[src/rtl/cordic_req_scheduler.sv]
// cordic_req_scheduler
// ---------------------------------------------------------------------------
// Purpose: lets two requesters share one fixed-latency CORDIC core. A
// round-robin arbiter grants at most one request per cycle. The granted
// operands are registered onto the core input. The requester ID travels
// alongside the core in a tag shift register, so that each core result is
// routed back to the requester that issued it.
//
// Optional feature: define CORDIC_SCHED_TAG_CHECK_EN to enable the sticky
// tag_err flag. The flag sets when a core result arrives with no matching
// tag, or when a tag reaches the tail with no core result. When the macro is
// undefined, tag_err is tied to 0.
//
// Ports:
//   clk, rst               clock (rising edge); asynchronous active-low reset
//   req_valid/req_ready    per-requester handshake (ready is combinational)
//   req{0,1}_degree/x/y    operands; req_arctan_en selects vectoring mode
//   core_valid, core_*     registered issue strobe, mode and operands to the core
//   core_valid_out, core_res_*  result strobe and results from the core
//   rsp_valid, rsp_*       registered per-requester result strobe and shared data
//   drain                  stop granting; idle = nothing in flight or issuing
//   tag_err                sticky result/tag mismatch flag
// ---------------------------------------------------------------------------
module cordic_req_scheduler #(
  parameter int DATA_WIDTH   = 16,
  parameter int CORE_LATENCY = 8,
  parameter int CNT_WIDTH    = 5
) (
  input  logic                  clk,
  input  logic                  rst,
  input  logic [1:0]            req_valid,
  output logic [1:0]            req_ready,
  input  logic [DATA_WIDTH-1:0] req0_degree,
  input  logic [DATA_WIDTH-1:0] req0_x,
  input  logic [DATA_WIDTH-1:0] req0_y,
  input  logic [DATA_WIDTH-1:0] req1_degree,
  input  logic [DATA_WIDTH-1:0] req1_x,
  input  logic [DATA_WIDTH-1:0] req1_y,
  input  logic [1:0]            req_arctan_en,
  output logic                  core_valid,
  output logic                  core_arctan_en,
  output logic [DATA_WIDTH-1:0] core_degree,
  output logic [DATA_WIDTH-1:0] core_x,
  output logic [DATA_WIDTH-1:0] core_y,
  input  logic                  core_valid_out,
  input  logic [DATA_WIDTH-1:0] core_res_x,
  input  logic [DATA_WIDTH-1:0] core_res_y,
  input  logic [DATA_WIDTH-1:0] core_res_degree,
  output logic [1:0]            rsp_valid,
  output logic [DATA_WIDTH-1:0] rsp_x,
  output logic [DATA_WIDTH-1:0] rsp_y,
  output logic [DATA_WIDTH-1:0] rsp_degree,
  input  logic                  drain,
  output logic                  idle,
  output logic                  tag_err
);

  typedef enum logic {ST_RUN, ST_DRAIN} state_t;

  state_t                  state_q, state_d;
  logic                    last_grant_q;
  logic                    sel_valid, sel_id, ready_en, xfer;
  logic                    core_valid_q, core_arctan_q, core_id_q;
  logic [DATA_WIDTH-1:0]   core_degree_q, core_x_q, core_y_q;
  logic [CORE_LATENCY-1:0] tag_vld_q, tag_id_q;
  logic                    tail_vld, tail_id, rsp_hit;
  logic [1:0]              rsp_valid_q;
  logic [DATA_WIDTH-1:0]   rsp_x_q, rsp_y_q, rsp_degree_q;
  logic [CNT_WIDTH-1:0]    cnt_q, cnt_d;

  // Arbiter: with both requesters valid, the one not granted last wins.
  // With a single valid requester, that requester wins immediately.
  always_comb begin
    sel_valid = |req_valid;
    if (&req_valid) sel_id = ~last_grant_q;
    else            sel_id = req_valid[1];
  end

  // Gating with rst keeps ready low while reset is asserted, even though
  // the state register already reads RUN.
  assign ready_en     = rst && (state_q == ST_RUN) && !drain && sel_valid;
  assign req_ready[0] = ready_en && !sel_id;
  assign req_ready[1] = ready_en &&  sel_id;
  assign xfer         = |(req_valid & req_ready);

  assign tail_vld = tag_vld_q[CORE_LATENCY-1];
  assign tail_id  = tag_id_q[CORE_LATENCY-1];
  assign rsp_hit  = core_valid_out && tail_vld;

  // In-flight count: +1 per transfer, -1 per tag that leaves the tail.
  // A tail tag leaves whether or not the core delivered a result.
  always_comb begin
    cnt_d = cnt_q;
    if (xfer && !tail_vld)      cnt_d = cnt_q + CNT_WIDTH'(1);
    else if (!xfer && tail_vld) cnt_d = cnt_q - CNT_WIDTH'(1);
  end

  assign idle = (cnt_q == '0) && !core_valid_q;

  always_comb begin
    state_d = state_q;
    case (state_q)
      ST_RUN:   if (drain) state_d = ST_DRAIN;
      ST_DRAIN: if (!drain && idle) state_d = ST_RUN;
      default:  state_d = ST_RUN;
    endcase
  end

  always_ff @(posedge clk or negedge rst) begin
    if (!rst) begin
      state_q       <= ST_RUN;
      last_grant_q  <= 1'b1;
      cnt_q         <= '0;
      core_valid_q  <= 1'b0;
      core_arctan_q <= 1'b0;
      core_id_q     <= 1'b0;
      core_degree_q <= '0;
      core_x_q      <= '0;
      core_y_q      <= '0;
    end else begin
      state_q      <= state_d;
      cnt_q        <= cnt_d;
      core_valid_q <= xfer;
      if (xfer) begin
        last_grant_q  <= sel_id;
        core_id_q     <= sel_id;
        core_arctan_q <= req_arctan_en[sel_id];
        core_degree_q <= sel_id ? req1_degree : req0_degree;
        core_x_q      <= sel_id ? req1_x : req0_x;
        core_y_q      <= sel_id ? req1_y : req0_y;
      end
    end
  end

  // Tag pipeline: entry 0 is loaded from the issue strobe. The tail
  // therefore lines up with core_valid_out exactly CORE_LATENCY cycles after
  // core_valid.
  always_ff @(posedge clk or negedge rst) begin
    if (!rst) begin
      tag_vld_q <= '0;
      tag_id_q  <= '0;
    end else begin
      tag_vld_q[0] <= core_valid_q;
      tag_id_q[0]  <= core_id_q;
      for (int i = 1; i < CORE_LATENCY; i++) begin
        tag_vld_q[i] <= tag_vld_q[i-1];
        tag_id_q[i]  <= tag_id_q[i-1];
      end
    end
  end

  always_ff @(posedge clk or negedge rst) begin
    if (!rst) begin
      rsp_valid_q  <= 2'b00;
      rsp_x_q      <= '0;
      rsp_y_q      <= '0;
      rsp_degree_q <= '0;
    end else begin
      rsp_valid_q <= 2'b00;
      if (rsp_hit) begin
        rsp_valid_q  <= tail_id ? 2'b10 : 2'b01;
        rsp_x_q      <= core_res_x;
        rsp_y_q      <= core_res_y;
        rsp_degree_q <= core_res_degree;
      end
    end
  end

`ifdef CORDIC_SCHED_TAG_CHECK_EN
  logic tag_err_q;
  // The XOR flags both mismatch kinds: a result with no tag, or a tag with
  // no result.
  always_ff @(posedge clk or negedge rst) begin
    if (!rst) tag_err_q <= 1'b0;
    else      tag_err_q <= tag_err_q | (core_valid_out ^ tail_vld);
  end
  assign tag_err = tag_err_q;
`else
  assign tag_err = 1'b0;
`endif

  assign core_valid     = core_valid_q;
  assign core_arctan_en = core_arctan_q;
  assign core_degree    = core_degree_q;
  assign core_x         = core_x_q;
  assign core_y         = core_y_q;
  assign rsp_valid      = rsp_valid_q;
  assign rsp_x          = rsp_x_q;
  assign rsp_y          = rsp_y_q;
  assign rsp_degree     = rsp_degree_q;

endmodule

[config.mk]
export PLATFORM = sky130hd
export DESIGN_NAME = cordic_req_scheduler
export DESIGN_NICKNAME = d
export VERILOG_FILES = /design/src/rtl/cordic_req_scheduler.sv
export SDC_FILE = /design/constraint.sdc
export NUM_CORES = 1
export LEC_CHECK = 0
export BUFFER_PORTS_ARGS = -buffer_cell sky130_fd_sc_hd__buf_2
export CORE_ASPECT_RATIO = 2
export CORE_MARGIN = 1
export CORE_UTILIZATION = 45
export CTS_CLUSTER_SIZE = 20
export DETAILED_ROUTE_END_ITERATION = 7
export PLACE_DENSITY = 0.85
export SYNTH_ARGS = -nofsm -noshare
export SYNTH_HDL_FRONTEND = slang
export SYNTH_SLANG_ARGS = --single-unit
export TNS_END_PERCENT = 20
[constraint.sdc]
create_clock -name clk -period 6.5 [get_ports clk]
set_input_delay 0.325 -clock clk [delete_from_list [all_inputs] [get_ports clk]]
set_output_delay 0.325 -clock clk [all_outputs]
set_load 0.01 [all_outputs]
**After elaboration in Yosys (flattened, before gate mapping)**

Index checks and enable logic that the tools add are counted.

- Reductions and logical operators: 20
- Bitwise logic cells: 3
- $add $sub $neg: 2
- $lt $le $gt $ge: 1
- Muxes and demuxes: 13

Operators with widths:

| cell | count |
|---|---|
| 2-to-1 mux 16 bit | 3 |
| logical AND 1 bit | 10 |
| 2-to-1 mux 5 bit | 2 |
| adder 5 x 1 -> 5 bit, second input constant | 1 |
| logical NOT 1 bit | 5 |
| logical NOT 5 bit | 1 |
| 2-to-1 mux 1 bit | 5 |
| subtractor 5 x 1 -> 5 bit, second input constant | 1 |
| 2-to-1 mux 2 bit | 2 |
| OR reduction 2 bit | 2 |
| bitwise AND 2 bit | 1 |
| < comparator 1 x 2 -> 1 bit, second input constant | 1 |
| NOT 1 bit | 2 |
| case mux 1 bit (2 select lines) | 1 |
| AND reduction 2 bit | 1 |
| nonzero test 2 bit | 1 |

- Bits of input ports: 152
- Register bits after elaboration: 124
- Logic and storage cells: 54
- Output and inout port bits: 104

**Depth between registers and ports, before layout**

Gate-level depths: netlist (run 1).

- Depth in word-level cells: 11
- Mapped depth: 10
- Gate-level depth less buffers: 8

**Worst setup path after synthesis (run 1)**

No wires, ideal clock.

- Kind: input port to flip-flop
- Start point: input port req_valid[1]
- End point: register cnt_q[4]
- Required time: 6,369 ps
- Setup slack: 4,024 ps
- Data arrival time: 2,345 ps
- Cell stages on the path: 10
- Buffers on the path: 2
- Setup time: 131 ps
- Cell sequence: or2_1 > buf_2 > clkbuf_1 > and2_1 > ha_1 > inv_1 > ha_1 > or4_1 > o211ai_1 > o211ai_1

- Longest elaborated chain between the ends: 9
- Elaborated cells on any way between the ends: 14
- Classes of those cells: mux (2); bitwise (1); reduce/logical (11)

Ends and longest elaborated chain:

| element | RTL line | source |
|---|---|---|
| start: declaration | 31 | `input logic [1:0] req_valid,` |
| AND reduction 2 bit | 75 | `if (&req_valid) sel_id = ~last_grant_q;` |
| 2-to-1 mux 1 bit | 75 |  |
| logical NOT 1 bit | 82 | `assign req_ready[0] = ready_en && !sel_id;` |
| logical AND 1 bit | 82 |  |
| bitwise AND 2 bit (*) | 84 | `assign xfer = \|(req_valid & req_ready);` |
| OR reduction 2 bit (*) | 84 |  |
| named net xfer | 62 | `logic sel_valid, sel_id, ready_en, xfer;` |
| logical NOT 1 bit | 95 | `else if (!xfer && tail_vld) cnt_d = cnt_q - CNT_WIDTH'(1);` |
| logical AND 1 bit | 95 |  |
| nonzero test 2 bit (no line) | - |  |
| end signal: assignment | 122 | `cnt_q <= cnt_d;` |
| end: declaration | 69 | `logic [CNT_WIDTH-1:0] cnt_q, cnt_d;` |

Mark *: on every way through the listed nets, which the timed path passes. The rest lies on a longest branch.
A chain may end at the register's enable or synchronous reset.

**Final worst setup path (run 1)**

- Start point: input port rst
- End point: register cnt_q[4]

- Longest elaborated chain between the ends: 9
- Elaborated cells on any way between the ends: 12
- Classes of those cells: mux (1); bitwise (1); reduce/logical (10)

Ends and longest elaborated chain:

| element | RTL line | source |
|---|---|---|
| start: declaration | 30 | `input logic rst,` |
| logical AND 1 bit (*) (3 in series) | 81 | `assign ready_en = rst && (state_q == ST_RUN) && !drain && sel_valid;` |
| logical AND 1 bit (on tied branches) | 82, 83 |  |
| bitwise AND 2 bit (*) | 84 |  |
| OR reduction 2 bit (*) | 84 |  |
| named net xfer | 62 |  |
| logical NOT 1 bit | 95 |  |
| logical AND 1 bit | 95 |  |
| nonzero test 2 bit (no line) | - |  |

Marks and branches as above.

==> qor.csv, run 1 <==
stage;metric;value;unit
run_status;run status;finished, final reports clean;
job;count of maximum capacitance violations;0;
timing;setup total negative slack;0;ns
detailed_routing;remaining design rule violation count;0;
global_route;most heavily used metal layer in global routing;met2;
timing;normalized max-slew margin;29.4;%
clock_tree;library cell used as clock root buffer;clkbuf_16;
worst_setup_path;CP peak stage delay;0.53;ns
timing;minimum hold slack;0.147;ns
timing;number of slew-limit violations in the final report;0;
synthesis;cells after synthesis;352;
layout;flip-flop and latch area;0.00310;sq mm
detailed_routing;detailed-route vias per instance;5.36;
global_route;global routing met3 resource utilization;5.95;%
layout;Synth-to-Final Area Change;38.5;%
timing;max frequency;0.285;GHz
global_route;number of antenna violations at the first check in global routing;0;
clock_tree;number of buffers inserted during clock tree synthesis;17;
layout;fraction of layout instances using a drive strength above 1;55.9;%
timing;Setup Skew;0.00678;ns
placed_design;number of placed instances with taps included;721;
die;starting density of the core;46.2;%
global_route;final global-route overflow total;0;
synthesis;net count of the mapped netlist;509;
global_route;maximum number of pins on one net before global-route repair;86;
synthesis;dominant combinational cell family by area after synthesis;compound AO/OA/AOI/OAI gates;
placed_design;half-perimeter wire length after placement;9280;um
detailed_routing;initial DRC count;180;
placed_design;Routability Congestion;0.858;
synthesis;share of the synthesized netlist area taken by xor and xnor gates;0.346;%
detailed_routing;average wire per cell in the routed design;17.0;um
timing;RSZ-0062 raised after global routing;no;
timing;Slew @ Worst Pin;1.05;ns
die;placement row count;54;
global_route;vias in the first global route;4317;
synthesis;number of warnings reported in the yosys synthesis log;0;
clock_tree;latest clock arrival within the worst-skew pair;0.40;ns
clock_tree;TritonCTS clock tree;yes;
detailed_routing;final antenna-violating net count;0;
worst_setup_path;critical path start-end classification;input port to register;
worst_setup_path;Data required, critical path;6.77;ns
synthesis;top cells by area, synth;dfrtp_1, mux2_2, a221o_1;
clock_tree;buffer levels on the longest clock path;2;
layout;number of antenna repair diodes;0;
synthesis;portion of synthesized cell area occupied by the leading cell type;60.8;%
die;core box area;0.0109;sq mm
synthesis;count of cell types in the netlist;34;
clock_tree;total number of clock tree sinks;124;
layout;post-layout instance count excluding filler cells;754;
clock_tree;number of H-tree levels;4;
worst_setup_path;CP Cell Sequence;dlygate4sd3_1 > buf_4 > nor3b_4 > buf_4 > and2_1 > ha_1 > inv_1 > ha_1 > or4_1 > o211ai_1 > o211ai_1;
die;width of the chip;77.0;um
synthesis;post-synthesis instance area;0.00506;sq mm
timing;Final min period;3.51;ns
power;Pwr per Cell Area;280;mW/mm^2
timing;share of the clock period used by the worst path;54.0;%
placed_design;quantity of I/O buffers inserted on ports;254;
worst_setup_path;startpoint type of the worst setup path;input port;
timing;number of failing hold endpoints at the final stage;0;
synthesis;multiplexer fraction of the synthesized cell area;11.1;%
worst_hold_path;HP Class;input port to register;
clock_tree;cts repair resizes;0;
synthesis;register area share after synthesis;61.4;%
die;I/O pins;256;
power;worst ir drop on vdd;0.177;mV
detailed_routing;final WL;12800;um
worst_setup_path;arrival time of the worst setup path;3.78;ns
worst_setup_path;critical path peak fanout;54;
worst_setup_path;slowest CP cell;dlygate4sd3_1;
synthesis;mean instance size in the synthesized netlist;14.4;sq um
layout;number of fillers in the final layout;818;
detailed_routing;Pre-Repair DR Iteration Count;4;
timing;Setup Viol. Count Final;0;
synthesis;Yosys top cell by area;dfrtp_1;
detailed_routing;count of vias placed by the detailed router;4041;
global_route;first-pass GRT wire length;20900;um
layout;final layout net count;758;
global_route;grt met2 use;39.4;%
layout;area taken by multi-input logic gates;0.00175;sq mm
global_route;global-route track usage on met1;26.3;%
synthesis;count of state elements after synthesis;124;
worst_setup_path;Worst setup EP type;register;
power;static leakage power;3.87;nW
die;area of the die;0.0117;sq mm
global_route;Overall Global Routing Usage;23.1;%
clock_tree;Worst-path clk slew;0.06;ns
synthesis;adder and majority gate portion of the synthesized area;1.39;%
die;Die Ht;152;um
synthesis;simple-gate share of the synthesized area;3.14;%
synthesis;synthesized-area fraction occupied by ao, oa, aoi and oai cells;18.4;%
clock_tree;post-CTS setup repair buffer count;0;
==> state kept, by name, indices dropped and copies added (netlist names), 5 cells and up <==
| name | flops |
|---|---|
| core_y | 16 |
| cnt_q | 5 |
| tag_id_q | 8 |
| rsp_x | 16 |
| tag_vld_q | 8 |
| core_x | 16 |
| rsp_y | 16 |
| rsp_degree | 16 |
| core_degree | 16 |
==> layout by cell type (no fill, tap or decap), types with 5 or more instances in the layout <==
master       n
a21boi_0    49
a21oi_1      6
a221o_1     49
buf_2      253
buf_4        6
clkbuf_16   17
dfrtp_1    123
inv_6        5
mux2_2      49
==> layout make-up <==
cell class	instances	share of cell area [%]
Sequential cell	124	44.3
Multi-Input combinational cell	194	24.9
Timing Repair Buffer	260	18.9
Clock buffer	18	6.27
Clock inverter	14	2.95
Tap cell	140	2.50
Inverter	4	0.214
==> worst max-delay path, delay by kind of cell <==
kind	cells	cell delay, ns
compound gates	2	0.25
buf+inv	4	1.52
simple gates	3	1.02
fa+ha+maj	2	0.65
==> report_power, final <==
| group | leakage, nW | switching, W | internal, W | total [W] |
|---|---|---|---|---|
| combinational | 1.88 | 0.0000683 | 0.0000704 | 0.000139 |
| sequential | 1.67 | 0.0000147 | 0.000797 | 0.000812 |
| clock | 0.312 | 0.000352 | 0.000660 | 0.00101 |
==> per-layer routing <==
| metal | share of wire [%] | vias up | wire [um] |
|---|---|---|---|
| met1 | 38 | 1938 | 4920 |
| li1 | - | 1828 | - |
| met2 | 52 | 231 | 6700 |
| met5 | 0 | - | 0 |
| met3 | 6.2 | 44 | 791 |
| met4 | 3.3 | 0 | 421 |
==> synthesized netlist by cell type, drive strengths merged <==
cell type,count
dfrtp,123
a21boi,49
a221o,49
mux2,49
buf,25
a21oi,6
clkbuf,5
ha,4
inv,4
nand2,4
and3,3
nand3,3
nor2,3
nor3b,3
or4,3
nor3,2
o211ai,2
o21ai,2
xnor2,2
a2111o,1
and2,1
conb,1
dfstp,1
fa,1
mux2i,1
nand2b,1
nand3b,1
o21bai,1
or2,1
or3,1
==> repair_timing <==
action,CTS,global route
hold buffers,1,0
endpoints found under the setup margin,0,0
hold endpoints to repair,39,0
==> per-stage QoR <==
stage | setup WS [ns] | power [W] | area, sq um | utilization (%)
after floorplan | 4.02 | 0.000870 | 5060 | -
after global placement | 3.36 | 0.000955 | 6350 | 58.0
after detailed placement | 3.10 | 0.000964 | 6350 | 58.0
after CTS | 2.96 | 0.00198 | 7010 | 64.0
after global routing | 2.68 | 0.00204 | 7010 | 64.0
final | 2.99 | 0.00196 | 7010 | 64.0
==> cell families after synthesis <==
group / after synthesis
multiplexers: 50
other: 1
XOR/XNOR: 2
AO/OA/AOI/OAI: 110
adder cells (fa/ha/maj): 5
buffers and inverters: 34
AND/OR/NAND/NOR: 26
flip-flops: 124
==> worst paths after layout <==
kind,from,end,slack (ns),cells after the start
max,rst,cnt_q[4],2.99,11
min,req1_x[0],core_x[0],0.15,2
max reg2reg,state_q,cnt_q[4],3.56,9
min reg2reg,tag_vld_q[0],tag_vld_q[1],0.35,0
max in group asynchronous,rst,rsp_x[1],4.66,3
min in group asynchronous,rst,rsp_x[11],0.42,2
Power figures use the tool's default switching activity.
==> run 2, diff against run 1 <==
CORE_UTILIZATION = 41   (was 45)
PLACE_DENSITY = 0.82   (was 0.85)
clock period = 3 ns   (was 6.5 ns; I/O delays follow)
==> run 2 against run 1 <==
Flip-flop and latch count unchanged; largest power group unchanged; sequential power grew 120%; routed wire length grew 33%; combinational power grew to 3.3 times the previous value; cell count is 21% higher; largest cell class unchanged.
==> qor.csv, run 2 (synthesis gave the netlist of run 1 again) <==
stage;metric;value;unit
global_route;final global-route overflow total;0;
clock_tree;TritonCTS clock tree;yes;
timing;RSZ-0062 raised after global routing;no;
detailed_routing;final antenna-violating net count;0;
worst_setup_path;FF-to-FF End;core_degree[6];
die;I/O pins;256;
layout;Synth-to-Final Area Change;67.7;%
run_status;run status;finished, final reports clean;
detailed_routing;average wire per cell in the routed design;18.8;um
clock_tree;buffer levels on the longest clock path;2;
layout;fraction of layout instances using a drive strength above 1;45.4;%
worst_hold_path;HP Class;input port to register;
placed_design;number of placed instances with taps included;729;
clock_tree;post-CTS setup repair buffer count;0;
clock_tree;Worst-path clk slew;0.06;ns
global_route;maximum number of pins on one net before global-route repair;70;
layout;most frequent standard cell in the layout excluding fill and tap cells;buf_2;
global_route;number of antenna violations at the first check in global routing;1;
detailed_routing;final WL;17100;um
power;worst ir drop on vdd;0.442;mV
detailed_routing;count of vias placed by the detailed router;4838;
global_route;Overall Global Routing Usage;27.7;%
power;static leakage power;4.58;nW
die;area of the die;0.0128;sq mm
worst_hold_path;hold path startpoint;core_valid_out;
clock_tree;number of buffers inserted during clock tree synthesis;17;
global_route;vias in the first global route;5270;
detailed_routing;remaining design rule violation count;0;
layout;number of fillers in the final layout;765;
placed_design;half-perimeter wire length after placement;9480;um
worst_setup_path;Worst Reg-to-Reg Cells;6;
die;placement row count;57;
timing;number of slew-limit violations in the final report;0;
global_route;first-pass GRT wire length;26500;um
worst_setup_path;critical path peak fanout;53;
worst_setup_path;critical path start-end classification;input port to register;
worst_hold_path;hold depth;2;
clock_tree;latest clock arrival within the worst-skew pair;0.41;ns
worst_setup_path;Data required, critical path;3.33;ns
clock_tree;number of hold buffers added after CTS;148;
job;count of maximum capacitance violations;0;
power;Pwr per Cell Area;509;mW/mm^2
detailed_routing;Pre-Repair DR Iteration Count;4;
worst_setup_path;setup slack of the worst register-to-register path;0.27;ns
detailed_routing;initial DRC count;270;
die;width of the chip;80.5;um
clock_tree;number of H-tree levels;4;
clock_tree;library cell used as clock root buffer;clkbuf_16;
placed_design;quantity of I/O buffers inserted on ports;254;
clock_tree;cts repair resizes;0;
layout;post-layout instance count excluding filler cells;911;
timing;Final min period;2.75;ns
detailed_routing;detailed-route vias per instance;5.31;
timing;Setup Viol. Count Final;0;
worst_setup_path;arrival time of the worst setup path;3.08;ns
timing;number of failing hold endpoints at the final stage;0;
worst_setup_path;critical register-to-register path startpoint;state_q;
clock_tree;total number of clock tree sinks;124;
layout;final layout net count;906;
timing;share of the clock period used by the worst path;91.8;%
timing;setup total negative slack;0;ns
die;starting density of the core;42.0;%
layout;most frequent cells in the layout;buf_2, dlygate4sd3_1, dfrtp_1;
timing;normalized max-slew margin;25.7;%
die;Die Ht;159;um
die;core box area;0.0121;sq mm
timing;max frequency;0.363;GHz
timing;Slew @ Worst Pin;1.11;ns
worst_setup_path;startpoint type of the worst setup path;input port;
timing;Setup Skew;0.00537;ns
worst_setup_path;Worst setup EP type;register;
placed_design;Routability Congestion;0.969;
worst_hold_path;capture endpoint of the worst hold path;rsp_valid[1];
[run 2: cell types whose count changed in the layout (fill, tap and decap cells not counted)]
cell           delta
dlygate4sd3_1   +147
and3_1            -2
and3_2            +2
clkinvlp_4        +2
diode_2           +2
buf_12            +1
bufinv_16         -1
clkbuf_8          -1
clkinv_2          +1
inv_6             -1
[run 2: worst max path at each step]
stage | startpoint | to | depth (start not counted)
floorplan | state_q | cnt_q[4] | 9
global placement | state_q | cnt_q[4] | 8
detailed placement | state_q | cnt_q[4] | 8
CTS | drain | core_y[5] | 8
global route | drain | core_degree[6] | 8
finish | drain | core_degree[6] | 8
[run 2: final cells by class]
class	count	area [sq um]	share of cell area, %
antenna	2	5.00	0.0590
clock buffer	17	425	5.01
clock inverter	15	188	2.21
inverter	4	15.0	0.177
multi-input combinational	194	1750	20.6
sequential	124	3100	36.6
tap	147	184	2.17
timing repair buffer	408	2810	33.2
[run 2: metrics by stage]
step	setup slack (ns)	util (%)	area [sq um]	hold slack [ns]	power, W
6_report	0.246	70.4	8480	0.0304	0.00432
4_1_cts	0.346	70.3	8480	0.0164	0.00433
5_1_grt	0.129	70.4	8480	0.0209	0.00448
3_5_place_dp	0.610	53.0	6380	0.336	0.00209
2_1_floorplan	0.528	-	5060	-0.146	0.00189
3_3_place_gp	0.716	53.0	6380	0.335	0.00207
[run 2: where the power goes]
group	switching, W	internal, W	leakage, nW	total, W
clock	0.000777	0.00132	0.291	0.00210
combinational	0.000189	0.000269	2.61	0.000458
sequential	0.0000342	0.00173	1.67	0.00176
[run 2: metal layers]
metal	track usage [%]	wire length [um]	part of all wire, %	vias up
met4	16.6	821	4.8	0
met1	29.3	6080	36	2380
met5	0	0	0	-
met3	8.25	1240	7.2	64
met2	47.0	8980	52	264
li1	-	-	-	2130
[run 2: critical path: stages]
cell and delay (ns):
dlygate4sd3_1 0.53, buf_2 0.14, nor3b_4 0.20, buf_4 0.44
and3_2 0.26, buf_4 0.46, a221o_1 0.27, dlygate4sd3_1 0.60
==> run 3, diff against run 2 <==
GPL_TIMING_DRIVEN = 0   (was not set)
MAX_ROUTING_LAYER = met4   (was not set)
==> run 3 against run 2 <==
Via count grew 5.0%; routed wire length is 7.6% higher; cell count rose by 2.7%; die area unchanged; clock skew increased by 0.0077 ns; clock power is 4% higher; utilization increased by 1.6 points; critical endpoint is now cnt_q[4]; flip-flop and latch count did not move; global-route usage rose by 2.7 points; critical path depth up 1; sequential power about the same.
==> qor.csv, run 3 (synthesis gave the netlist of run 1 again) <==
stage;metric;value;unit
die;I/O pins;256;
power;worst ir drop on vdd;0.407;mV
worst_setup_path;setup slack of the worst register-to-register path;0.19;ns
layout;number of fillers in the final layout;755;
worst_setup_path;arrival time of the worst setup path;3.09;ns
layout;Synth-to-Final Area Change;71.5;%
placed_design;half-perimeter wire length after placement;10600;um
detailed_routing;initial DRC count;349;
timing;Slew @ Worst Pin;1.04;ns
worst_hold_path;HP Class;input port to register;
detailed_routing;detailed-route vias per instance;5.43;
timing;Setup Skew;0.0131;ns
clock_tree;buffer levels on the longest clock path;2;
worst_setup_path;Data required, critical path;3.28;ns
global_route;first-pass GRT wire length;28300;um
power;post-layout power;0.00442;W
run_status;run status;finished, final reports clean;
timing;RSZ-0062 raised after global routing;no;
detailed_routing;count of vias placed by the detailed router;5080;
die;Die Ht;159;um
die;placement row count;57;
power;static leakage power;4.70;nW
die;width of the chip;80.5;um
global_route;number of antenna violations at the first check in global routing;1;
clock_tree;total number of clock tree sinks;124;
worst_setup_path;Worst setup EP type;register;
power;Pwr per Cell Area;510;mW/mm^2
job;count of maximum capacitance violations;0;
timing;Final min period;2.81;ns
detailed_routing;final antenna-violating net count;0;
die;area of the die;0.0128;sq mm
layout;final layout net count;932;
worst_setup_path;CP Cell Sequence;nor3b_4 > buf_2 > and2_1 > ha_1 > inv_1 > ha_1 > or4_1 > o211ai_1 > o211ai_1;
placed_design;Routability Congestion;0.919;
timing;number of failing hold endpoints at the final stage;0;
global_route;final global-route overflow total;0;
clock_tree;number of H-tree levels;4;
worst_setup_path;CP peak stage delay;0.53;ns
clock_tree;cts repair resizes;0;
clock_tree;TritonCTS clock tree;yes;
worst_setup_path;critical path start-end classification;register to register;
worst_hold_path;capture endpoint of the worst hold path;core_y[0];
worst_setup_path;critical register-to-register path startpoint;state_q;
clock_tree;latest clock arrival within the worst-skew pair;0.41;ns
worst_setup_path;slowest CP cell;or4_1;
timing;normalized max-slew margin;30.3;%
detailed_routing;average wire per cell in the routed design;19.7;um
clock_tree;number of buffers inserted during clock tree synthesis;17;
global_route;Overall Global Routing Usage;30.4;%
timing;number of slew-limit violations in the final report;0;
layout;fraction of layout instances using a drive strength above 1;46.1;%
layout;post-route core utilization;72.0;%
detailed_routing;remaining design rule violation count;0;
placed_design;quantity of I/O buffers inserted on ports;254;
worst_setup_path;critical path peak fanout;10;
worst_hold_path;hold path startpoint;req1_y[0];
clock_tree;Worst-path clk slew;0.06;ns
timing;max frequency;0.356;GHz
detailed_routing;Pre-Repair DR Iteration Count;5;
die;core box area;0.0121;sq mm
worst_setup_path;Worst Reg-to-Reg Cells;9;
detailed_routing;final WL;18400;um
timing;share of the clock period used by the worst path;93.6;%
die;starting density of the core;42.0;%
worst_setup_path;FF-to-FF End;cnt_q[4];
global_route;vias in the first global route;5546;
worst_setup_path;startpoint type of the worst setup path;register;
timing;Setup Viol. Count Final;0;
layout;most frequent cells in the layout;buf_2, dlygate4sd3_1, dfrtp_1;
worst_hold_path;hold depth;2;
layout;most frequent standard cell in the layout excluding fill and tap cells;buf_2;
worst_setup_path;launching element of the worst setup path;state_q;
clock_tree;library cell used as clock root buffer;clkbuf_16;
global_route;maximum number of pins on one net before global-route repair;105;
[run 3: changes by cell type in the layout (fill, tap and decap cells not counted), sizes merged]
cell / change
clkinv: -1
bufinv: +1
buf: +21
clkinvlp: -1
diode: -1
inv: +1
clkbuf: +5
[run 3: worst max-delay path by stage]
stage,end,cells past startpoint
detailed placement,cnt_q[4],10
finish,cnt_q[4],9
global placement,cnt_q[4],10
global route,cnt_q[4],9
floorplan,cnt_q[4],9
CTS,cnt_q[4],11
[run 3: stage by stage]
step	worst slack (ns)	instance area, sq um	hold slack, ns	cells	setup TNS [ns]
CTS	0.0147	8660	0.00451	934	0
floorplan	0.528	5060	-0.146	352	0
global route	0.0419	8670	0.0345	936	0
finish	0.191	8670	0.0550	936	0
global placement	-1.87	6510	0.334	753	-41.78
detailed placement	-0.0181	6550	0.0109	754	-0.0181
[run 3: worst max-delay path, delay by kind of cell (launching register included)]
family	cells	cell delay (ns)
AND/OR/NAND/NOR	3	1.01
flip-flops	1	0.41
buffers and inverters	2	0.43
AO/OA/AOI/OAI	2	0.22
adder cells (fa/ha/maj)	2	0.62
[run 3: report_power, final]
part | switching (W) | internal, W
sequential | 0.0000339 | 0.00173
clock | 0.000787 | 0.00141
combinational | 0.000193 | 0.000274
[run 3: area by class of cell]
class                      count  area, sq um  share of cell area [%]
inverter                       4         15.0                   0.173
tap                          147          184                    2.12
sequential                   124         3100                    35.8
multi-input combinational    194         1740                    20.1
clock buffer                  17          425                    4.90
timing repair buffer         404         2790                    32.2
antenna                        1         2.50                  0.0288
buffer                        30          195                    2.25
clock inverter                15          210                    2.42
[run 3: routing by layer]
| metal | GRT usage (%) | vias to the layer above | routed length, um | share of wire, % |
|---|---|---|---|---|
| met5 | - | - | 0 | 0 |
| met4 | 18.5 | 0 | 996 | 5.4 |
| met3 | 7.22 | 85 | 1340 | 7.3 |
| met2 | 51.0 | 344 | 9740 | 53 |
| met1 | 31.1 | 2465 | 6350 | 34 |
| li1 | - | 2186 | - | - |
[run 3: timing repair]
action | CTS | global route
hold buffers | 148 | 0
setup endpoints to repair | 0 | 1
endpoints found under the hold margin | 219 | 0
buffers inserted | 0 | 1
